==> src/rtl/mem_stage.sv <==
// MEM pipeline stage: holds one instruction between EX and WB, waits for its
// data-SRAM response, extends load data, forwards to ID and hands off to WB.
// Responses belonging to instructions cancelled by a WB flush are counted and
// dropped so a later instruction only ever consumes its own response.
module mem_stage #(
  parameter int unsigned DISCARD_W = 2
) (
  input  logic        clk,
  input  logic        resetn,
  input  logic        es_to_ms_valid,
  output logic        ms_allowin,
  input  logic [31:0] es_pc,
  input  logic        es_gr_we,
  input  logic [4:0]  es_dest,
  input  logic [31:0] es_alu_result,
  input  logic        es_mem_req,
  input  logic [2:0]  es_ld_op,
  input  logic        es_ex,
  input  logic [5:0]  es_ecode,
  input  logic        data_sram_data_ok,
  input  logic [31:0] data_sram_rdata,
  input  logic        ws_allowin,
  input  logic        ws_flush_pipe,
  output logic        ms_to_ws_valid,
  output logic [31:0] ms_pc,
  output logic        ms_gr_we,
  output logic [4:0]  ms_dest,
  output logic [31:0] ms_final_result,
  output logic        ms_ex,
  output logic [5:0]  ms_ecode,
  output logic        ms_ex_block,
  output logic        ms_fwd_valid,
  output logic [4:0]  ms_fwd_dest,
  output logic [31:0] ms_fwd_data,
  output logic        ms_fwd_stall
);

  localparam logic [2:0] LD_NONE = 3'd0;
  localparam logic [2:0] LD_B    = 3'd1;
  localparam logic [2:0] LD_BU   = 3'd2;
  localparam logic [2:0] LD_H    = 3'd3;
  localparam logic [2:0] LD_HU   = 3'd4;
  localparam logic [2:0] LD_W    = 3'd5;
  localparam logic [DISCARD_W-1:0] DISCARD_MAX = {DISCARD_W{1'b1}};

  logic                 ms_valid;
  logic                 have_data;
  logic [31:0]          data_buf;
  logic [31:0]          alu_result_r;
  logic                 mem_req_r;
  logic [2:0]           ld_op_r;
  logic [DISCARD_W-1:0] discard_cnt;

  logic        data_ok_live;
  logic        ms_ready_go;
  logic        accept;
  logic        buffer_en;
  logic        discard_inc;
  logic        discard_dec;
  logic [31:0] raw;
  logic [7:0]  ld_byte;
  logic [15:0] ld_half;
  logic [31:0] ld_data;

  // Handshake: a response is live only once all stale responses are drained.
  always_comb begin
    data_ok_live = data_sram_data_ok && (discard_cnt == '0);
    ms_ready_go  = !mem_req_r || have_data || data_ok_live;
    accept       = es_to_ms_valid && ms_allowin && !ws_flush_pipe;
    buffer_en    = ms_valid && mem_req_r && !have_data && data_ok_live
                   && !ws_allowin && !ws_flush_pipe;
    discard_inc  = ws_flush_pipe && ms_valid && mem_req_r && !have_data
                   && !data_ok_live;
    discard_dec  = data_sram_data_ok && (discard_cnt != '0);
  end

  assign ms_allowin     = !ms_valid || (ms_ready_go && ws_allowin);
  assign ms_to_ws_valid = ms_valid && ms_ready_go && !ws_flush_pipe;

  // Load extraction from the buffered word if WB stalled us, else the live bus.
  always_comb begin
    raw     = have_data ? data_buf : data_sram_rdata;
    ld_byte = 8'(raw >> {alu_result_r[1:0], 3'b000});
    ld_half = alu_result_r[1] ? raw[31:16] : raw[15:0];
    ld_data = raw;
    case (ld_op_r)
      LD_B:    ld_data = {{24{ld_byte[7]}}, ld_byte};
      LD_BU:   ld_data = {24'd0, ld_byte};
      LD_H:    ld_data = {{16{ld_half[15]}}, ld_half};
      LD_HU:   ld_data = {16'd0, ld_half};
      LD_W:    ld_data = raw;
      default: ld_data = raw;
    endcase
  end

  assign ms_final_result = (ld_op_r != LD_NONE) ? ld_data : alu_result_r;
  assign ms_ex_block     = ms_valid && ms_ex;
  assign ms_fwd_valid    = ms_valid && ms_gr_we;
  assign ms_fwd_dest     = ms_dest;
  assign ms_fwd_data     = ms_final_result;
  assign ms_fwd_stall    = ms_valid && (ld_op_r != LD_NONE) && !have_data;

  // Stage valid and latched instruction fields; flush wins over accept.
  always_ff @(posedge clk) begin
    if (!resetn) begin
      ms_valid     <= 1'b0;
      have_data    <= 1'b0;
      data_buf     <= '0;
      ms_pc        <= '0;
      ms_gr_we     <= 1'b0;
      ms_dest      <= '0;
      alu_result_r <= '0;
      mem_req_r    <= 1'b0;
      ld_op_r      <= LD_NONE;
      ms_ex        <= 1'b0;
      ms_ecode     <= '0;
    end else begin
      if (ws_flush_pipe) begin
        ms_valid <= 1'b0;
      end else if (ms_allowin) begin
        ms_valid <= es_to_ms_valid;
      end
      if (accept) begin
        have_data    <= 1'b0;
        ms_pc        <= es_pc;
        ms_gr_we     <= es_gr_we;
        ms_dest      <= es_dest;
        alu_result_r <= es_alu_result;
        mem_req_r    <= es_mem_req;
        ld_op_r      <= es_ld_op;
        ms_ex        <= es_ex;
        ms_ecode     <= es_ecode;
      end else if (buffer_en) begin
        have_data <= 1'b1;
        data_buf  <= data_sram_rdata;
      end
    end
  end

  // Count responses still owed to flushed instructions (saturating).
  always_ff @(posedge clk) begin
    if (!resetn) begin
      discard_cnt <= '0;
    end else if (discard_inc && !discard_dec) begin
      if (discard_cnt != DISCARD_MAX) begin
        discard_cnt <= discard_cnt + DISCARD_W'(1);
      end
    end else if (discard_dec && !discard_inc) begin
      discard_cnt <= discard_cnt - DISCARD_W'(1);
    end
  end

endmodule

==> config.mk <==
export PLATFORM = sky130hd
export DESIGN_NAME = mem_stage
export DESIGN_NICKNAME = d
export VERILOG_FILES = /design/src/rtl/mem_stage.sv
export SDC_FILE = /design/constraint.sdc
export NUM_CORES = 1
export LEC_CHECK = 0
export ABC_AREA = 1
export BUFFER_PORTS_ARGS = -buffer_cell sky130_fd_sc_hd__buf_2
export CORE_UTILIZATION = 55
export CTS_CLUSTER_DIAMETER = 100
export DETAILED_ROUTE_END_ITERATION = 7
export PLACE_DENSITY_LB_ADDON = 0.3
export SETUP_SLACK_MARGIN = 0.05
export SYNTH_ARGS = -nofsm -noshare
export SYNTH_HDL_FRONTEND = slang
export SYNTH_SLANG_ARGS = --single-unit
==> constraint.sdc <==
create_clock -name clk -period 5.2 [get_ports clk]
set_clock_uncertainty 0.1 [all_clocks]
set_input_delay 1.56 -clock clk [delete_from_list [all_inputs] [get_ports clk]]
set_output_delay 1.56 -clock clk [all_outputs]
set_load 0.02 [all_outputs]
==> results of run 1 <==
## stage by stage
stage               hold slack (ns)  utilization, %  instance area, um^2  std cells  setup WS (ns)
floorplan                    0.3441               -                 6882       1199         0.7752
global placement             0.3577           63.87                 7736       1512         0.7131
detailed placement           0.3659           63.87                 7736       1512         0.6597
CTS                          0.3781           68.52                 8299       1544         0.6564
global route                 0.4007           68.52                 8299       1544         0.4540
finish                       0.3828           68.52                 8299       1544         0.6507
## worst reg2reg max path: stages, from the launching register on
cell	delay, ns
dfxtp_1	0.32
buf_4	0.36
nor2_1	0.12
nand2_1	0.10
nand2_1	0.07
nand2_1	0.11
nand3_4	0.50
buf_4	0.51
nand2_1	0.11
nand2_1	0.05
nor2_1	0.13
## cell usage after synthesis
master | instances | share of area, %
a21oi_1 | 8 | 0.58
a221oi_1 | 1 | 0.13
buf_1 | 2 | 0.11
buf_2 | 29 | 2.1
buf_4 | 41 | 4.5
buf_6 | 8 | 1.3
buf_8 | 1 | 0.22
clkbuf_1 | 21 | 1.1
clkinv_1 | 1 | 0.054
dfxtp_1 | 117 | 34
inv_1 | 151 | 8.2
inv_2 | 1 | 0.054
nand2_1 | 418 | 23
nand2_2 | 2 | 0.18
nand3_1 | 103 | 7.5
nor2_1 | 243 | 13
nor3_1 | 2 | 0.15
o211ai_1 | 1 | 0.11
o21ai_0 | 48 | 3.5
o21ai_1 | 1 | 0.073
## layout by cell type, fill, tap and decap left out, drive strengths merged
cell type	n
a221oi	1
clkbuf	21
dfxtp	117
nand3	103
nor3	2
buf	247
clkinvlp	3
nand2	420
clkinv	7
inv	153
a21oi	8
o211ai	1
o21ai	49
bufinv	1
nor2	243
## layout make-up
class	instances	share of cell area (%)
clock buffer	21	5.548
inverter	153	6.920
clock inverter	11	1.236
tap	168	2.533
multi-input combinational	827	40.16
timing repair buffer	247	15.38
sequential	117	28.22
## where the power goes
| part | switching [uW] | internal, uW |
|---|---|---|
| Clock | 428 | 681 |
| Sequential | 23.7 | 943 |
| Combinational | 494 | 235 |
## registers in the layout, indices dropped and copies added (netlist names)
name          flops
alu_result_r     32
data_buf         32
discard_cnt       2
have_data         1
ld_op_r           3
mem_req_r         1
ms_dest           5
ms_ecode          6
ms_ex             1
ms_gr_we          1
ms_pc            32
ms_valid          1
## cells by family after synthesis
family	count (synthesis)
AOI/OAI and AO/OA	59
buffers and inverters	255
DFF	117
and+or+nand+nor	768
## metal layers
metal	wire, um	global-route usage (%)	vias to the layer above
met2	9561	54.92	306
met3	1478	9.245	56
li1	-	-	3865
met1	7946	35.31	3270
met5	0	0	-
met4	841	16.62	0
## how the worst min path moves through the flow
stage                                end  slack (ns)  cells past startpoint
3_3_place_gp   data_buf[17]$_SDFFE_PN0P_        0.36                      2
2_1_floorplan  data_buf[17]$_SDFFE_PN0P_        0.34                      2
6_report       data_buf[17]$_SDFFE_PN0P_        0.38                      2
5_1_grt         data_buf[8]$_SDFFE_PN0P_        0.40                      2
3_5_place_dp   data_buf[17]$_SDFFE_PN0P_        0.37                      2
4_1_cts        data_buf[17]$_SDFFE_PN0P_        0.38                      2
==> impl_metrics.csv, run 1 <==
group,metric,value,unit
run_status,outcome,"finished clean",
yosys,synth_top_family_by_area,"simple AND/OR/NAND/NOR gates",
route,post_drt_wl_per_cell,12.84,um
setup_path,critPathLaunch,"data_sram_rdata[31]",
route,drtIter0Drc,755,
route,via_per_inst,4.856,
clock_tree,post_cts_buffers,0,
clock_tree,numCtsBuffers,17,
place,place.gp.congestion,0.9405,
clock_tree,clk_pin_slew,0.06,ns
setup_path,worstReg2RegEnd,"ms_gr_we$_SDFFE_PN0P_",
global_routing,grt_pass1_vias,6887,
sta,worst_slew_pin_slew,1.117,ns
sta,relSlewSlack,25.51,%
clock_tree,root_buffer,"clkbuf_16",
sta,finalSetupViolCount,0,
yosys,synth-seq-cells,117,
setup_path,crit_fanout,24,
global_routing,grt.total_usage,31.73,%
final_layout,fill_cells,1166,
yosys,ys_types,20,
floorplan,rows,40,
yosys,yosys.area_share.simple,43.87,%
setup_path,path_cells,"buf_2 -> nand2_1 -> nand3_1 -> nand3_1 -> nand2_1 -> nand2_2 -> a21oi_1 -> buf_2",
place,place_hpwl,13740,um
sta,finalMaxSlewViolations,0,
final_layout,nNetsFinal,1482,
sta,finalCritPeriodShare,87.49,%
setup_path,crit_required,3.54,ns
final_layout,multiInputGateArea,3333,um^2
pwr,p_per_area,338.0,nW/um^2
floorplan,io_pins,238,
setup_path,crit_path_end_kind,"output port",
global_routing,grt_pass1_wl,32150,um
clock_tree,htreeDepth,4,
yosys,avgSynthCellArea,5.739,um^2
setup_path,crit_cells,8,
final_layout,antenna-diode-count,0,
sta,hold_viol_final,0,
global_routing,antenna_found_initial,0,
pwr,finalPower,2805,uW
yosys,netlist_area,6882,um^2
yosys,syn_inst,1199,
final_layout,seqCellArea,2342,um^2
route,drt-pass1-iter-count,6,
floorplan,dieArea,12960,um^2
floorplan,die_w,113.9,um
pwr,p_leak,0.005020,uW
setup_path,worst_path_largest_cell_delay,0.31,ns
clock_tree,clockBufferDepth,2,
route,ant_nets,0,
floorplan,start_util,56.82,%
hold_path,worst_hold_startpoint,"data_buf[17]$_SDFFE_PN0P_",
sta,fmax,0.2198,GHz
place,io_buffers,237,
setup_path,arrival,2.89,ns
sta,rsz0062_at_grt,"false",
global_routing,grt_start_max_net_pins,116,
setup_path,r2r.worst_path.cells,10,
sta,setup_tns,0,ns
global_routing,overflow,0,
yosys,ys_seq_area_share,34.04,%
setup_path,cp-endpoint,"ms_final_result[15]",
job,maxCapViolCount,0,
yosys,synth_compound_area_share,4.382,%
route,drt_drc_violations_left,0,
yosys,yosys_warnings,0,
clock_tree,postCtsHoldBufs,0,
clock_tree,cts.sinks,117,
hold_path,hold_path.class,"reg2reg",
sta,finalCriticalPeriod,4.549,ns
setup_path,worstSetupStartpointType,"primary input",
setup_path,reg2reg_from,"have_data$_SDFFE_PP0P_",
route,vias,7497,
setup_path,worstSetupPathType,"in2out",
setup_path,critical_path_buf_inv_count,2,
yosys,synthXorXnorAreaFrac,0,%
clock_tree,worstSkewPairLatency,0.42,ns
setup_path,crit_family,"simple AND/OR/NAND/NOR gates",
setup_path,r2r_slack,2.65,ns
yosys,synth.mux.area_fraction,0,%
clock_tree,cts_resized,0,
yosys,synth_fp_nets,1318,
route,detail_route.wirelength,19830,um
setup_path,cpMaxStageDelayCell,"nand2_2",
pwr,vdd_drop_max,0.0002909,V
yosys,synth_fa_ha_area_share,0,%
floorplan,die_h,113.9,um
clock_tree,cts_tree,"built",
floorplan,core_area,12110,um^2
final_layout,syn_to_final_growth,20.60,%
final_layout,drive_above_1_share,20.42,%
Note: power is estimated with default switching activity, not from simulation.
==> run 2, diff against run 1 <==
--- a/config.mk
+++ b/config.mk
@@ -7,7 +7,7 @@
 export LEC_CHECK = 0
 export ABC_AREA = 1
 export BUFFER_PORTS_ARGS = -buffer_cell sky130_fd_sc_hd__buf_2
-export CORE_UTILIZATION = 55
+export CORE_UTILIZATION = 51
 export CTS_CLUSTER_DIAMETER = 100
 export DETAILED_ROUTE_END_ITERATION = 7
 export PLACE_DENSITY_LB_ADDON = 0.3
@@ -15,3 +15,4 @@
 export SYNTH_ARGS = -nofsm -noshare
 export SYNTH_HDL_FRONTEND = slang
 export SYNTH_SLANG_ARGS = --single-unit
+export TNS_END_PERCENT = 100
==> run 2 against run 1 <==
  * Non-clock buffer count shrank 1
  * Fmax shrank 0.41%
  * Clock-buffer cell count is 1 lower
  * Global-route usage fell by 3.2 points
  * Critical path depth up 2
  * Setup slack got worse by 0.019 ns
  * Utilization decreased by 5.2 points
  * Largest power group unchanged
  * Largest cell class unchanged
  * Register-to-register slack worse by 0.35 ns
  * Sequential power hardly changed
  * Via count decreased by 1.4%
  * Final cell count up 0.52%
  * Sequential cell count unchanged
==> impl_metrics.csv, run 2 (synthesis results as in run 1) <==
group,metric,value,unit
route,ant_nets,0,
clock_tree,cts_tree,"built",
final_layout,nNetsFinal,1481,
sta,rsz0062_at_grt,"false",
floorplan,core_area,13190,um^2
clock_tree,post_cts_buffers,0,
setup_path,r2r_slack,2.30,ns
final_layout,largest_registers,"alu_result_r: 32 flops, data_buf: 32 flops, ms_pc: 32 flops",
sta,worst_slew_pin_slew,1.154,ns
setup_path,r2r.worst_path.cells,10,
setup_path,worstReg2RegEnd,"alu_result_r[23]$_SDFFE_PN0P_",
floorplan,die_h,118.2,um
floorplan,rows,42,
clock_tree,clockBufferDepth,2,
setup_path,crit_path_end_kind,"output port",
setup_path,arrival,2.91,ns
setup_path,worstSetupStartpointType,"primary input",
setup_path,worstSetupPathType,"in2out",
global_routing,grt_pass1_vias,6730,
clock_tree,postCtsHoldBufs,0,
place,dp_cells,1519,
final_layout,layout.cells.most_common_list,"418 x nand2_1, 243 x nor2_1, 236 x buf_2",
run_status,outcome,"finished clean",
place,io_buffers,237,
clock_tree,cts_resized,0,
route,via_per_inst,4.762,
floorplan,start_util,52.17,%
place,place.gp.congestion,0.8823,
clock_tree,clk_pin_slew,0.05,ns
route,detail_route.wirelength,19440,um
sta,finalCriticalPeriod,4.568,ns
global_routing,grt_start_max_net_pins,116,
global_routing,overflow,0,
pwr,p_leak,0.005036,uW
setup_path,critPathLaunch,"data_sram_rdata[31]",
clock_tree,worstSkewPairLatency,0.42,ns
job,maxCapViolCount,0,
setup_path,worst_path_largest_cell_delay,0.39,ns
sta,setup_tns,0,ns
sta,finalMaxSlewViolations,0,
setup_path,crit_fanout,24,
final_layout,syn_to_final_growth,21.36,%
pwr,vdd_drop_max,0.0003123,V
setup_path,crit_required,3.54,ns
sta,fmax,0.2189,GHz
sta,hold_viol_final,0,
global_routing,grt.total_usage,28.53,%
final_layout,final_common_cell,"nand2_1",
global_routing,grt_pass1_wl,31570,um
final_layout,final_cell_count_no_fill,1552,
place,place_hpwl,13310,um
final_layout,fill_cells,1311,
sta,finalCritPeriodShare,87.85,%
route,drt-pass1-iter-count,5,
setup_path,cp-endpoint,"ms_final_result[23]",
global_routing,antenna_found_initial,2,
pwr,p_per_area,345.4,nW/um^2
clock_tree,htreeDepth,4,
clock_tree,numCtsBuffers,17,
setup_path,reg2reg_from,"have_data$_SDFFE_PP0P_",
sta,finalSetupViolCount,0,
floorplan,dieArea,13960,um^2
route,post_drt_wl_per_cell,12.53,um
setup_path,path_cells,"buf_2 -> nand2_1 -> nand3_1 -> nand3_1 -> nand2_1 -> nand2_2 -> nand3_1 -> nand2_1 -> inv_1 -> buf_2",
floorplan,die_w,118.2,um
setup_path,cpMaxStageDelayCell,"nand2_2",
route,drt_drc_violations_left,0,
clock_tree,root_buffer,"clkbuf_16",
floorplan,io_pins,238,
route,drtIter0Drc,556,
final_layout,drive_above_1_share,20.51,%
hold_path,hold_path.class,"reg2reg",
clock_tree,cts.sinks,117,
route,vias,7391,
sta,relSlewSlack,23.03,%
==> run 2: area by class of cell <==
| type | count | area (um^2) | area share [%] |
|---|---|---|---|
| inverters | 153 | 574.3 | 6.876 |
| multi-input cells | 827 | 3333 | 39.91 |
| flip-flops and latches | 117 | 2342 | 28.04 |
| clock inverters | 12 | 143.9 | 1.723 |
| well taps | 176 | 220.2 | 2.637 |
| repair buffers | 246 | 1269 | 15.19 |
| diodes | 1 | 2.502 | 0.02996 |
| clock buffers | 20 | 466.7 | 5.588 |
==> run 2: through the flow <==
step                cell area [um^2]  util (%)  total power, uW  hold slack, ns  setup WS, ns
CTS                             8349     63.30             2899          0.3721        0.6364
detailed placement              7739     58.67             1705          0.3624        0.6335
global route                    8349     63.30             3024          0.3946        0.4465
floorplan                       6882         -             1540          0.3441        0.7752
finish                          8352     63.32             2885          0.3715        0.6320
global placement                7739     58.67             1700          0.3601        0.7206
==> run 2: per-layer routing <==
metal | vias up | wire length [um] | global-route usage, %
met5 | - | 0 | 0
met4 | 0 | 725 | 14.02
met3 | 49 | 1668 | 8.687
met2 | 324 | 9133 | 48.16
met1 | 3148 | 7916 | 32.66
li1 | 3870 | - | -
==> run 2: worst min path at each step <==
stage / start / end / slack (ns) / cells past startpoint
after floorplan: data_buf[17]$_SDFFE_PN0P_ / data_buf[17]$_SDFFE_PN0P_ / 0.34 / 2
after global placement: data_buf[17]$_SDFFE_PN0P_ / data_buf[17]$_SDFFE_PN0P_ / 0.36 / 2
after global routing: data_buf[17]$_SDFFE_PN0P_ / data_buf[17]$_SDFFE_PN0P_ / 0.39 / 2
after detailed placement: data_buf[21]$_SDFFE_PN0P_ / data_buf[21]$_SDFFE_PN0P_ / 0.36 / 2
final: data_buf[21]$_SDFFE_PN0P_ / data_buf[21]$_SDFFE_PN0P_ / 0.37 / 2
after CTS: data_buf[21]$_SDFFE_PN0P_ / data_buf[21]$_SDFFE_PN0P_ / 0.37 / 2
==> run 2: where the power goes <==
group	total (uW)	internal [uW]	switching (uW)	leakage (uW)
sequential	967	943	24.3	0.000958
clock	1200	751	445	0.000290
combinational	722	236	487	0.00379
total	2880	1930	956	0.00504
==> run 2: worst max-delay path, delay by kind of cell <==
family        cells  cell delay (ns)
simple gates      7             1.04
buf+inv           3             0.30
==> run 3, diff against run 2 <==
==> constraint.sdc (replaced) <==
create_clock -name clk -period 4.62 [get_ports clk]
set_clock_uncertainty 0.1 [all_clocks]
set_input_delay 1.386 -clock clk [delete_from_list [all_inputs] [get_ports clk]]
set_output_delay 1.386 -clock clk [all_outputs]
set_load 0.02 [all_outputs]
==> run 3 against run 2 <==
  * Register-to-register slack worse by 0.69 ns
  * Clock power is 12% higher
  * Die area stayed put
  * Combinational power is 13% higher
  * Utilization hardly changed
  * Non-clock buffer count is 3 higher
  * Cell area hardly changed
  * Sequential power is 13% higher
  * Critical path depth stayed put
  * Largest power group unchanged
==> impl_metrics.csv, run 3 (synthesis results as in run 1) <==
group,metric,value,unit
pwr,power_frac_comb,25.2,%
sta,finalSetupViolCount,0,
final_layout,layout.cells.most_common_list,"418 x nand2_1, 243 x nor2_1, 236 x buf_2",
sta,finalMaxSlewViolations,0,
setup_path,worstSetupStartpointType,"primary input",
setup_path,worstSetupPathType,"in2out",
pwr,power_frac_seq,33.5,%
setup_path,crit_fanout,24,
clock_tree,cts_tree,"built",
final_layout,fill_cells,1311,
clock_tree,worstSkewPairLatency,0.42,ns
place,io_buffers,237,
sta,relSlewSlack,30.20,%
run_status,outcome,"finished clean",
pwr,p_per_area,388.0,nW/um^2
final_layout,nNetsFinal,1484,
floorplan,core_area,13190,um^2
floorplan,start_util,52.17,%
pwr,p_int,2187,uW
clock_tree,postCtsHoldBufs,0,
global_routing,grt.total_usage,28.09,%
pwr,p_leak,0.005038,uW
job,maxCapViolCount,0,
final_layout,antenna-diode-count,0,
clock_tree,numCtsBuffers,17,
pwr,vdd_drop_max,0.0002442,V
place,place_area,7749,um^2
final_layout,largest_registers,"alu_result_r: 32 flops, data_buf: 32 flops, ms_pc: 32 flops",
sta,worst_slew_pin_slew,1.047,ns
clock_tree,htreeDepth,4,
pwr,switching_share,32.48,%
global_routing,grt_pass1_vias,6674,
sta,hold_viol_final,0,
clock_tree,clk_pin_slew,0.05,ns
clock_tree,cts.sinks,117,
route,ant_nets,0,
sta,setup_tns,0,ns
setup_path,crit_required,3.13,ns
global_routing,grt_pass1_wl,31160,um
clock_tree,post_cts_buffers,0,
sta,finalCritPeriodShare,91.56,%
final_layout,syn_to_final_growth,21.31,%
final_layout,final_area,8348,um^2
route,post_drt_wl_per_cell,12.52,um
global_routing,overflow,0,
clock_tree,cts_resized,0,
setup_path,arrival,2.74,ns
place,place.gp.congestion,0.9230,
place,place_hpwl,13380,um
setup_path,r2r_slack,1.61,ns
sta,fmax,0.2364,GHz
global_routing,antenna_found_initial,1,
final_layout,drive_above_1_share,20.48,%
floorplan,die_w,118.2,um
final_layout,final_common_cell,"nand2_1",
route,via_per_inst,4.777,
floorplan,die_h,118.2,um
pwr,p_clk_share,41.3,%
floorplan,dieArea,13960,um^2
clock_tree,root_buffer,"clkbuf_16",
global_routing,grt_start_max_net_pins,103,
setup_path,crit_path_end_kind,"output port",
pwr,p_switching,1052,uW
sta,finalCriticalPeriod,4.230,ns
sta,rsz0062_at_grt,"false",
route,drt_drc_violations_left,0,
route,drt-pass1-iter-count,5,
clock_tree,clockBufferDepth,2,
route,vias,7419,
hold_path,hold_path.class,"reg2reg",
floorplan,io_pins,238,
route,detail_route.wirelength,19440,um
floorplan,rows,42,
route,drtIter0Drc,599,
==> run 3: changes by cell type in the layout (fill, tap and decap cells not counted), sizes merged <==
cell	previous run	this run
clkinv	4	5
diode	1	0
inv	156	153
bufinv	2	3
buf	246	249
==> run 3: final timing paths <==
check / end / depth (start not counted) / startpoint
worst max-delay path: ms_fwd_data[28] / 10 / data_sram_rdata[31]
worst min-delay path: data_buf[21]$_SDFFE_PN0P_ / 2 / data_buf[21]$_SDFFE_PN0P_
worst max register to register: alu_result_r[12]$_SDFFE_PN0P_ / 11 / have_data$_SDFFE_PP0P_
worst min register to register: data_buf[21]$_SDFFE_PN0P_ / 2 / data_buf[21]$_SDFFE_PN0P_
==> run 3: per-layer routing <==
layer  track usage (%)  vias to the layer above  part of all wire [%]
met5                 0                        -                     0
met4             13.22                        0                   3.3
met3             9.073                       38                   8.4
met2             48.31                      311                    48
met1             31.29                     3204                    41
li1                  -                     3866                     -
==> run 3: worst max-delay path: stages <==
cell and delay (ns):
buf_2 0.10, nand2_1 0.07, nand3_1 0.13, nand3_1 0.11, nand2_1 0.10, nand2_2 0.40, nand3_1 0.16, nand2_1 0.09
inv_1 0.04, buf_2 0.15
==> run 3: area by class of cell <==
cell class | instances | area (um^2) | area share, %
multi-input cells | 827 | 3333 | 39.93
well taps | 176 | 220.2 | 2.638
clock buffers | 20 | 446.7 | 5.351
repair buffers | 249 | 1279 | 15.32
flip-flops and latches | 117 | 2342 | 28.06
clock inverters | 11 | 152.6 | 1.829
inverters | 153 | 574.3 | 6.879
==> run 3: stage by stage <==
step	worst slack, ns	cells	power [uW]	hold WS, ns	utilization [%]
6_report	0.3900	1553	3239	0.3725	63.29
5_1_grt	0.2218	1553	3391	0.4054	63.29
4_1_cts	0.4125	1553	3253	0.3765	63.29
3_5_place_dp	0.4173	1522	1919	0.3622	58.75
3_3_place_gp	0.4806	1522	1913	0.3569	58.75
2_1_floorplan	0.5432	1199	1734	0.3441	-
==> run 3: power groups by stage <==
stage | Combinational (uW) | Clock, uW | Sequential (uW)
floorplan | 596 | 0 | 1140
global placement | 810 | 0 | 1100
detailed placement | 813 | 0 | 1110
CTS | 817 | 1350 | 1090
global route | 903 | 1400 | 1090
finish | 817 | 1340 | 1090
